===== src/rtl/store_buffer_pkg.sv =====
// Shared definitions for the store buffer and the data memory.
//   - RW_type encodings: [1:0] selects byte/half/word and [2] marks unsigned.
//   - sb_entry_t: one buffered store (address, access type, right-aligned data).
//   - same_word(): true when two byte addresses fall in the same 32-bit word.
package store_buffer_pkg;

  localparam logic [2:0] LS_B  = 3'b000;
  localparam logic [2:0] LS_H  = 3'b001;
  localparam logic [2:0] LS_W  = 3'b010;
  localparam logic [2:0] LS_BU = 3'b100;
  localparam logic [2:0] LS_HU = 3'b101;

  typedef struct packed {
    logic [31:0] addr;
    logic [2:0]  rw_type;
    logic [31:0] data;
  } sb_entry_t;

  // The hazard check is word-granular on purpose, so access width is ignored.
  function automatic logic same_word(input logic [31:0] a, input logic [31:0] b);
    return a[31:2] == b[31:2];
  endfunction

endpackage


===== src/rtl/store_buffer_fifo.sv =====
// sb_fifo: circular storage for buffered stores.
// Ports:
//   clk, rst_n   - clock and asynchronous active-low reset
//   push         - write push_entry at wr_ptr this edge (caller guarantees not full)
//   push_entry   - store to enqueue
//   pop          - retire the head this edge (caller guarantees not empty)
//   head         - entry at rd_ptr
//   count        - number of occupied entries (0..DEPTH)
//   entries      - all storage slots, for the hazard compare in the parent
//   occupied     - per-slot flag: slot holds a pending store
// Pointers and count are reset; payload storage is intentionally left unreset.
module sb_fifo
  import store_buffer_pkg::*;
#(
  parameter int DEPTH = 4
) (
  input  logic                     clk,
  input  logic                     rst_n,
  input  logic                     push,
  input  sb_entry_t                push_entry,
  input  logic                     pop,
  output sb_entry_t                head,
  output logic [$clog2(DEPTH):0]   count,
  output sb_entry_t [DEPTH-1:0]    entries,
  output logic [DEPTH-1:0]         occupied
);

  localparam int PW = $clog2(DEPTH);

  logic [PW-1:0] rd_ptr;
  logic [PW-1:0] wr_ptr;
  logic [PW:0]   count_q;
  sb_entry_t     mem [DEPTH];
  logic [PW-1:0] offs [DEPTH];

  // DEPTH is a power of two, so the pointers wrap by natural overflow.
  always_ff @(posedge clk or negedge rst_n) begin
    if (!rst_n) begin
      rd_ptr  <= '0;
      wr_ptr  <= '0;
      count_q <= '0;
    end else begin
      if (push) wr_ptr <= wr_ptr + 1'b1;
      if (pop)  rd_ptr <= rd_ptr + 1'b1;
      case ({push, pop})
        2'b10:   count_q <= count_q + 1'b1;
        2'b01:   count_q <= count_q - 1'b1;
        default: count_q <= count_q;
      endcase
    end
  end

  always_ff @(posedge clk) begin
    if (push) mem[wr_ptr] <= push_entry;
  end

  // A slot is occupied when its distance from rd_ptr (mod DEPTH) is below count.
  always_comb begin
    for (int i = 0; i < DEPTH; i++) begin
      offs[i]     = PW'(i) - rd_ptr;
      occupied[i] = {1'b0, offs[i]} < count_q;
      entries[i]  = mem[i];
    end
  end

  assign head  = mem[rd_ptr];
  assign count = count_q;

endmodule


===== src/rtl/store_buffer.sv =====
// store_buffer: buffers stores between the pipeline and a single-port data
// memory, letting loads take the port first unless they hit a pending store.
// Ports:
//   clk, rst_n                      - clock, asynchronous active-low reset
//   st_valid/st_ready               - store offer/accept handshake
//   st_addr, st_type, st_data       - store payload (data right-aligned)
//   ld_req, ld_addr, ld_type        - load issued this cycle
//   ld_stall                        - load hits a pending store word; hold it
//   mem_W_en, mem_R_en              - data memory write/read enables
//   mem_addr, mem_RW_type, mem_din  - data memory access fields
//   sb_empty, sb_count              - drain status for fence/ecall
// Handshake: a store transfers at a rising edge where st_valid && st_ready.
// st_ready depends only on the current count, so a full buffer refuses a store
// even when the head drains in that same cycle.
module store_buffer
  import store_buffer_pkg::*;
#(
  parameter int DEPTH = 4
) (
  input  logic                   clk,
  input  logic                   rst_n,
  input  logic                   st_valid,
  output logic                   st_ready,
  input  logic [31:0]            st_addr,
  input  logic [2:0]             st_type,
  input  logic [31:0]            st_data,
  input  logic                   ld_req,
  input  logic [31:0]            ld_addr,
  input  logic [2:0]             ld_type,
  output logic                   ld_stall,
  output logic                   mem_W_en,
  output logic                   mem_R_en,
  output logic [31:0]            mem_addr,
  output logic [2:0]             mem_RW_type,
  output logic [31:0]            mem_din,
  output logic                   sb_empty,
  output logic [$clog2(DEPTH):0] sb_count
);

  localparam int CW = $clog2(DEPTH) + 1;
  localparam logic [CW-1:0] FULL = CW'(DEPTH);

  logic                  push;
  logic                  drain;
  logic                  rd_go;
  logic                  hit;
  sb_entry_t             push_entry;
  sb_entry_t             head;
  logic [CW-1:0]         count;
  sb_entry_t [DEPTH-1:0] entries;
  logic [DEPTH-1:0]      occupied;

  assign push_entry = '{addr: st_addr, rw_type: st_type, data: st_data};
  assign st_ready   = (count != FULL);
  assign push       = st_valid && st_ready;

  sb_fifo #(.DEPTH(DEPTH)) u_fifo (
    .clk        (clk),
    .rst_n      (rst_n),
    .push       (push),
    .push_entry (push_entry),
    .pop        (drain),
    .head       (head),
    .count      (count),
    .entries    (entries),
    .occupied   (occupied)
  );

  // Only entries already in storage are compared; a store pushed this cycle
  // is younger than the load and cannot be in 'occupied' yet.
  always_comb begin
    hit = 1'b0;
    for (int i = 0; i < DEPTH; i++) begin
      if (occupied[i] && same_word(entries[i].addr, ld_addr)) hit = 1'b1;
    end
  end

  assign ld_stall = ld_req && hit;

  // A stalled load yields the port, so the drain removes the hazard.
  assign rd_go = ld_req && !ld_stall;
  assign drain = !rd_go && (count != '0);

  assign mem_R_en    = rd_go;
  assign mem_W_en    = drain;
  assign mem_addr    = rd_go ? ld_addr : head.addr;
  assign mem_RW_type = rd_go ? ld_type : head.rw_type;
  assign mem_din     = head.data;

  assign sb_empty = (count == '0);
  assign sb_count = count;

endmodule


===== config.mk =====
export PLATFORM = sky130hd
export DESIGN_NAME = store_buffer
export DESIGN_NICKNAME = d
export VERILOG_FILES = /design/src/rtl/store_buffer_pkg.sv /design/src/rtl/store_buffer_fifo.sv /design/src/rtl/store_buffer.sv
export SDC_FILE = /design/constraint.sdc
export NUM_CORES = 1
export LEC_CHECK = 0
export CAP_MARGIN = 15
export CORE_AREA = 4 4 150 152
export DETAILED_ROUTE_END_ITERATION = 16
export DIE_AREA = 0 0 154 156
export PLACE_DENSITY = 0.85
export SLEW_MARGIN = 25
export SYNTH_ARGS = -nofsm -noshare
export SYNTH_HDL_FRONTEND = slang
export SYNTH_HIERARCHICAL = 1
export SYNTH_SLANG_ARGS = --single-unit

===== constraint.sdc =====
create_clock -name clk -period 5.5 [get_ports clk]
set_input_delay 0.825 -clock clk [delete_from_list [all_inputs] [get_ports clk]]
set_output_delay 0.825 -clock clk [all_outputs]
set_load 0.005 [all_outputs]

Yosys cells after proc, flatten, opt, wreduce, memory -nomap -nowiden
Memories as Yosys holds them, arrays and structs flattened.
Cells that the tools add are included.
{ "word_totals": {"ff_bits": 7, "ramBits": 268, "in_bits": 106, "out_inout_bits": 75, "word_cells": 45, "memories": 1} }
{ "memory_table": {"columns": ["memory", "depth", "width", "read_ports", "rd_clocked_by_memory_dff", "wr", "line", "rtl"], "rows": [
  ["u_fifo.mem", 4, 67, 5, 0, 1, "store_buffer_fifo.sv:33", "sb_entry_t mem [DEPTH];"]
]} }
{ "op_classes": {"addsub": 8, "magnitude_cmp": 4, "n_eq_ne": 7, "mux": 9, "reduce_logical": 13} }
{ "ops": {"columns": ["operator", "n"], "rows": [
  ["30-bit == test", 4],
  ["32-bit two-way mux", 1],
  ["2-bit by 3-bit less-than comparator with 1-bit output", 4],
  ["1-bit logical AND", 8],
  ["1-bit two-way mux", 6],
  ["3-bit case mux with 2 select lines", 1],
  ["2-bit by 1-bit adder with 2-bit output (second input constant)", 2],
  ["1-bit by 2-bit subtractor with 2-bit output (first input constant)", 2],
  ["2-bit subtractor (first input constant)", 2],
  ["3-bit by 1-bit adder with 3-bit output (second input constant)", 1],
  ["3-bit zero test", 1],
  ["3-bit two-way mux", 1],
  ["3-bit != test (second input constant)", 1],
  ["3-bit nonzero test", 1],
  ["3-bit by 1-bit subtractor with 3-bit output (second input constant)", 1],
  ["2-bit by 1-bit == test with 1-bit output (second input constant)", 1],
  ["2-bit == test (second input constant)", 1],
  ["1-bit zero test", 2],
  ["2-bit nonzero test", 1]
]} }

Logic depth before layout (Yosys ltp)
{ "logic_depth": {"depth_word": 14, "ltp_mapped": 17, "mapped_depth_nobuf": 15} }

Cells and area by module
The synthesis kept the hierarchy.
{ "modules_own_cells": {"columns": ["mod", "n_inst", "cells_per_inst", "area_per_inst_um2", "seq_area_each_um2"], "rows": [
  ["sb_fifo", 1, 403, 10251.1, 8222.9],
  ["store_buffer", 1, 238, 2127.0, 0.0]
]} }

Worst setup path before layout
No wires, ideal clock.
{ "synth_timing": {"path_kind": "reg-to-output", "start": "register u_fifo.rd_ptr[1]", "end": "output port mem_addr[10]", "arrival_ns": 2.601, "required_ns": 4.675, "path_slack_ns": 2.074, "path_stages_with_launch": 14, "n_path_buf": 3, "cell_sequence": "dfrtp_1 -> clkbuf_1 -> buf_2 -> xor2_1 -> inv_1 -> ha_1 -> a21oi_1 -> or2_2 -> nand4_1 -> nor4_1 -> a22oi_1 -> nand3_4 -> buf_6 -> mux2_4"} }
{ "synth_between": {"elab_cells_between_ends": 21, "cone_classes": "add/sub (4); order compare (4); mux (5); reduce/logical (7); memory (1)"} }
{ "synth_lines": {"columns": ["element", "line", "rtl"], "rows": [
  ["start: declaration", "store_buffer_fifo.sv:30", "logic [PW-1:0] rd_ptr;"],
  ["start signal: assignment", "store_buffer_fifo.sv:44", "if (pop) rd_ptr <= rd_ptr + 1'b1;"],
  ["2-bit subtractor", "store_buffer_fifo.sv:60", "offs[i] = PW'(i) - rd_ptr;"],
  ["2-bit by 3-bit less-than comparator with 1-bit output", "store_buffer_fifo.sv:61", "occupied[i] = {1'b0, offs[i]} < count_q;"],
  ["net occupied[2]", "store_buffer.sv:51", "logic [DEPTH-1:0] occupied;"],
  ["1-bit logical AND", "store_buffer.sv:74", "if (occupied[i] && same_word(entries[i].addr, ld_addr)) hit = 1'b1;"],
  ["1-bit two-way mux (2 in a row)", "store_buffer.sv:74", null],
  ["1-bit logical AND", "store_buffer.sv:78", "assign ld_stall = ld_req && hit;"],
  ["1-bit zero test", "store_buffer.sv:81", "assign rd_go = ld_req && !ld_stall;"],
  ["1-bit logical AND", "store_buffer.sv:81", null],
  ["32-bit two-way mux", "store_buffer.sv:86", "assign mem_addr = rd_go ? ld_addr : head.addr;"],
  ["end: declaration", "store_buffer.sv:33", "output logic [31:0] mem_addr,"]
]} }
The timed path passes the listed nets, and every way through them passes these cells.

Worst setup path after layout
{ "layout_timing": {"start": "register u_fifo.rd_ptr[1]", "end": "output port mem_addr[24]"} }
The elaborated chain is that of the path after synthesis.

==> flow_metrics.py <==
metrics = {
    "run_status": {
        "status": "finished, final reports clean",
    },
    "flow_run": {
        "drv_cap": 0,
    },
    "placed_design": {
        "dp_hpwl_um": 18100,
        "gp_congestion": 0.865,
        "dp.cells": 1058,
        "numPortBuffers": 180,
    },
    "die": {
        "row_count": 53,
        "die_w_um": 154,
        "die_y_um": 156,
        "die_area_um2": 24000,
        "ios": 181,
        "core_um2": 21000,
        "initial_core_util": 0.589,
    },
    "critical_path": {
        "path_max_fanout": 22,
        "cp.arrival_ns": 4.32,
        "critical_path.endpoint_type": "primary output",
        "cp.required_ns": 4.68,
        "worstSetupPathType": "register to primary output",
        "crit_path_start_kind": "register",
    },
    "synthesis": {
        "ys_warn_count": 6,
        "yosys-top-cells-count": "edfxtp_1, xnor2_1, mux4_2",
        "synth_edf_count": 268,
        "ys_ff_latch": 275,
        "async_reset_ff_frac": 0.0255,
        "synth_top_area_frac": 0.650,
        "syn_nets": 757,
        "synth_area_um2": 12400,
        "synth_cells": 641,
        "synthTopCellsByArea": "edfxtp_1, mux4_2, xnor2_1",
        "ys_seq_area_frac": 0.664,
        "synth_largest_area_cell": "edfxtp_1",
        "synth-main-ff-cell": "edfxtp_1",
        "post-synth-top-count-cell": "edfxtp_1",
        "syn_area_per_cell_um2": 19.3,
        "yosysUniqueCellTypes": 33,
    },
    "layout": {
        "fillers": 1237,
        "layout-drive-gt1-share": 0.197,
        "final_nets": 928,
        "area_growth_pct": 22.0,
        "fin_cells": 1109,
    },
    "sta": {
        "finalHoldViolCount": 0,
        "period_needed_ns": 5.14,
        "skew_ns": 0.00704,
        "fin_setup_tns_ns": 0,
        "hold_ws_ns": 0.539,
        "finalMaxSlewViolations": 0,
        "setup_viol": 0,
        "worst_pin_slew_ns": 0.868,
        "max_freq_mhz": 195,
        "fin_crit_sh": 0.935,
        "rsz0062_at_grt": "false",
        "max_slew_margin": 0.421,
    },
    "global_routing": {
        "grt_usage": 0.223,
        "grt_pass1_wl_um": 40800,
        "met3_usage": 0.0535,
        "gr-max-usage-layer": "met2",
        "grt_antenna_before_repair": 2,
        "grt_pass1_vias": 7040,
        "use_met2": 0.372,
        "grt_max_degree": 58,
        "use_met1": 0.297,
        "gr-total-overflow": 0,
    },
    "detailed_routing": {
        "vias": 6534,
        "wl_per_cell_um": 24.1,
        "ant_nets": 0,
        "initialDrtViolationCount": 503,
        "dr.pass1.iters": 5,
        "routed_wl_um": 26700,
        "vias_per_cell": 5.89,
        "drcViolationCount": 0,
    },
    "cts": {
        "cts-resized-gates": 0,
        "clk_latency_ns": 0.52,
        "root_buffer": "clkbuf_16",
        "cts_tree": "built",
        "htreeDepth": 1,
        "clk_pin_slew_worst_paths_ns": 0.06,
        "clk_path_buf_depth": 3,
        "hold_buffers": 0,
        "cts_made_buffers": 27,
        "post-cts-setup-buffer-count": 0,
        "cts_num_sinks": 275,
    },
    "power_and_ir_drop": {
        "peakVddDrop_uv": 417,
        "power_density_nw_per_um2": 486,
        "p_leak_nw": 4.91,
    },
    "worst_hold_path": {
        "hp-class": "register to register",
    },
}
[path summary, 6_finish.rpt]
check / endpoint / slack, ns / depth (start not counted) / startpoint
worst max register to register: u_fifo/count[2]$_DFFE_PN0P_ / 1.81 / 15 / u_fifo/rd_ptr[1]$_DFFE_PN0P_
worst max-delay path: mem_addr[24] / 0.36 / 12 / u_fifo/rd_ptr[1]$_DFFE_PN0P_
worst min register to register: u_fifo/wr_ptr[0]$_DFFE_PN0P_ / 0.54 / 1 / u_fifo/wr_ptr[0]$_DFFE_PN0P_
worst min-delay path: u_fifo/wr_ptr[0]$_DFFE_PN0P_ / 0.54 / 1 / u_fifo/wr_ptr[0]$_DFFE_PN0P_
min in group asynchronous: u_fifo/count[1]$_DFFE_PN0P_ / 0.57 / 1 / rst_n
max in group asynchronous: u_fifo/rd_ptr[0]$_DFFE_PN0P_ / 4.65 / 1 / rst_n
[stage by stage]
step / util / area (um^2) / power [W] / worst slack [ns]
after floorplan: - / 12400 / 0.00454 / 2.07
after global placement: 0.674 / 14200 / 0.00546 / 0.761
after detailed placement: 0.674 / 14200 / 0.00552 / 0.575
after CTS: 0.718 / 15100 / 0.00741 / 0.330
after global routing: 0.718 / 15100 / 0.00768 / 0.172
final: 0.718 / 15100 / 0.00734 / 0.360
[worst max-delay path, stage by stage (launching register included)]
cell,delay (ns)
dfrtp_2,0.68
xor2_1,0.23
inv_1,0.07
ha_1,0.28
a21oi_1,0.06
or2_2,0.32
nand4_1,0.09
nor4_1,0.05
a22oi_1,0.38
nand3_4,0.47
buf_4,0.37
mux2_4,0.31
clkdlybuf4s50_1,0.46
[area by class of cell]
type	count	area, um^2	area share
flip-flops and latches	275	8230	0.545
inverters	9	33.8	0.00224
repair buffers	191	1880	0.125
multi-input cells	308	3680	0.244
well taps	275	344	0.0228
clock inverters	12	145	0.00961
clock buffers	38	778	0.0515
diodes	1	2.50	0.000166
[where the power goes]
part,switching [W],total (W),internal (W),leakage [nW]
clock,0.000734,0.00186,0.00113,0.447
combinational,0.00111,0.00250,0.00139,1.93
sequential,0.000198,0.00297,0.00277,2.53
total,0.00205,0.00734,0.00529,4.91
[state kept, by name (all words and copies together), names as in the netlist]
name / count
u_fifo/rd_ptr: 2
u_fifo/wr_ptr: 2
u_fifo/count: 3
u_fifo/mem: 268
[logic make-up after synthesis]
logic type,after synthesis,synth area share
AOI/OAI and AO/OA,11,0.00536
xor gates and xnor gates,127,0.0899
adders and majority gates,10,0.0107
buffers and inverters,58,0.0386
DFF,275,0.664
muxes,102,0.163
and+or+nand+nor,58,0.0283
[layer usage]
metal	vias to the layer above	part of all wire
met2	365	0.49
li1	2853	-
met4	2	0.029
met5	-	0.00049
met1	3261	0.38
met3	53	0.10
[layout by cell type, fill, tap and decap left out, types with 2 or more instances in the layout]
cell type,n
mux2_4,29
nand3_1,4
nand2_1,5
clkbuf_8,4
nand4_1,28
or2_2,3
mux2_2,6
clkinv_1,2
nor4_1,8
clkinvlp_4,2
inv_1,9
edfxtp_1,268
a21oi_1,4
clkbuf_1,6
buf_4,11
dfrtp_1,5
a22oi_1,2
xor2_1,5
clkbuf_16,28
bufinv_16,3
ha_1,9
mux4_2,66
clkinv_2,3
xnor2_1,122
clkdlybuf4s50_1,180
nor2_1,2
o21ai_0,2
and2_2,3
Power figures use the tool's default switching activity.
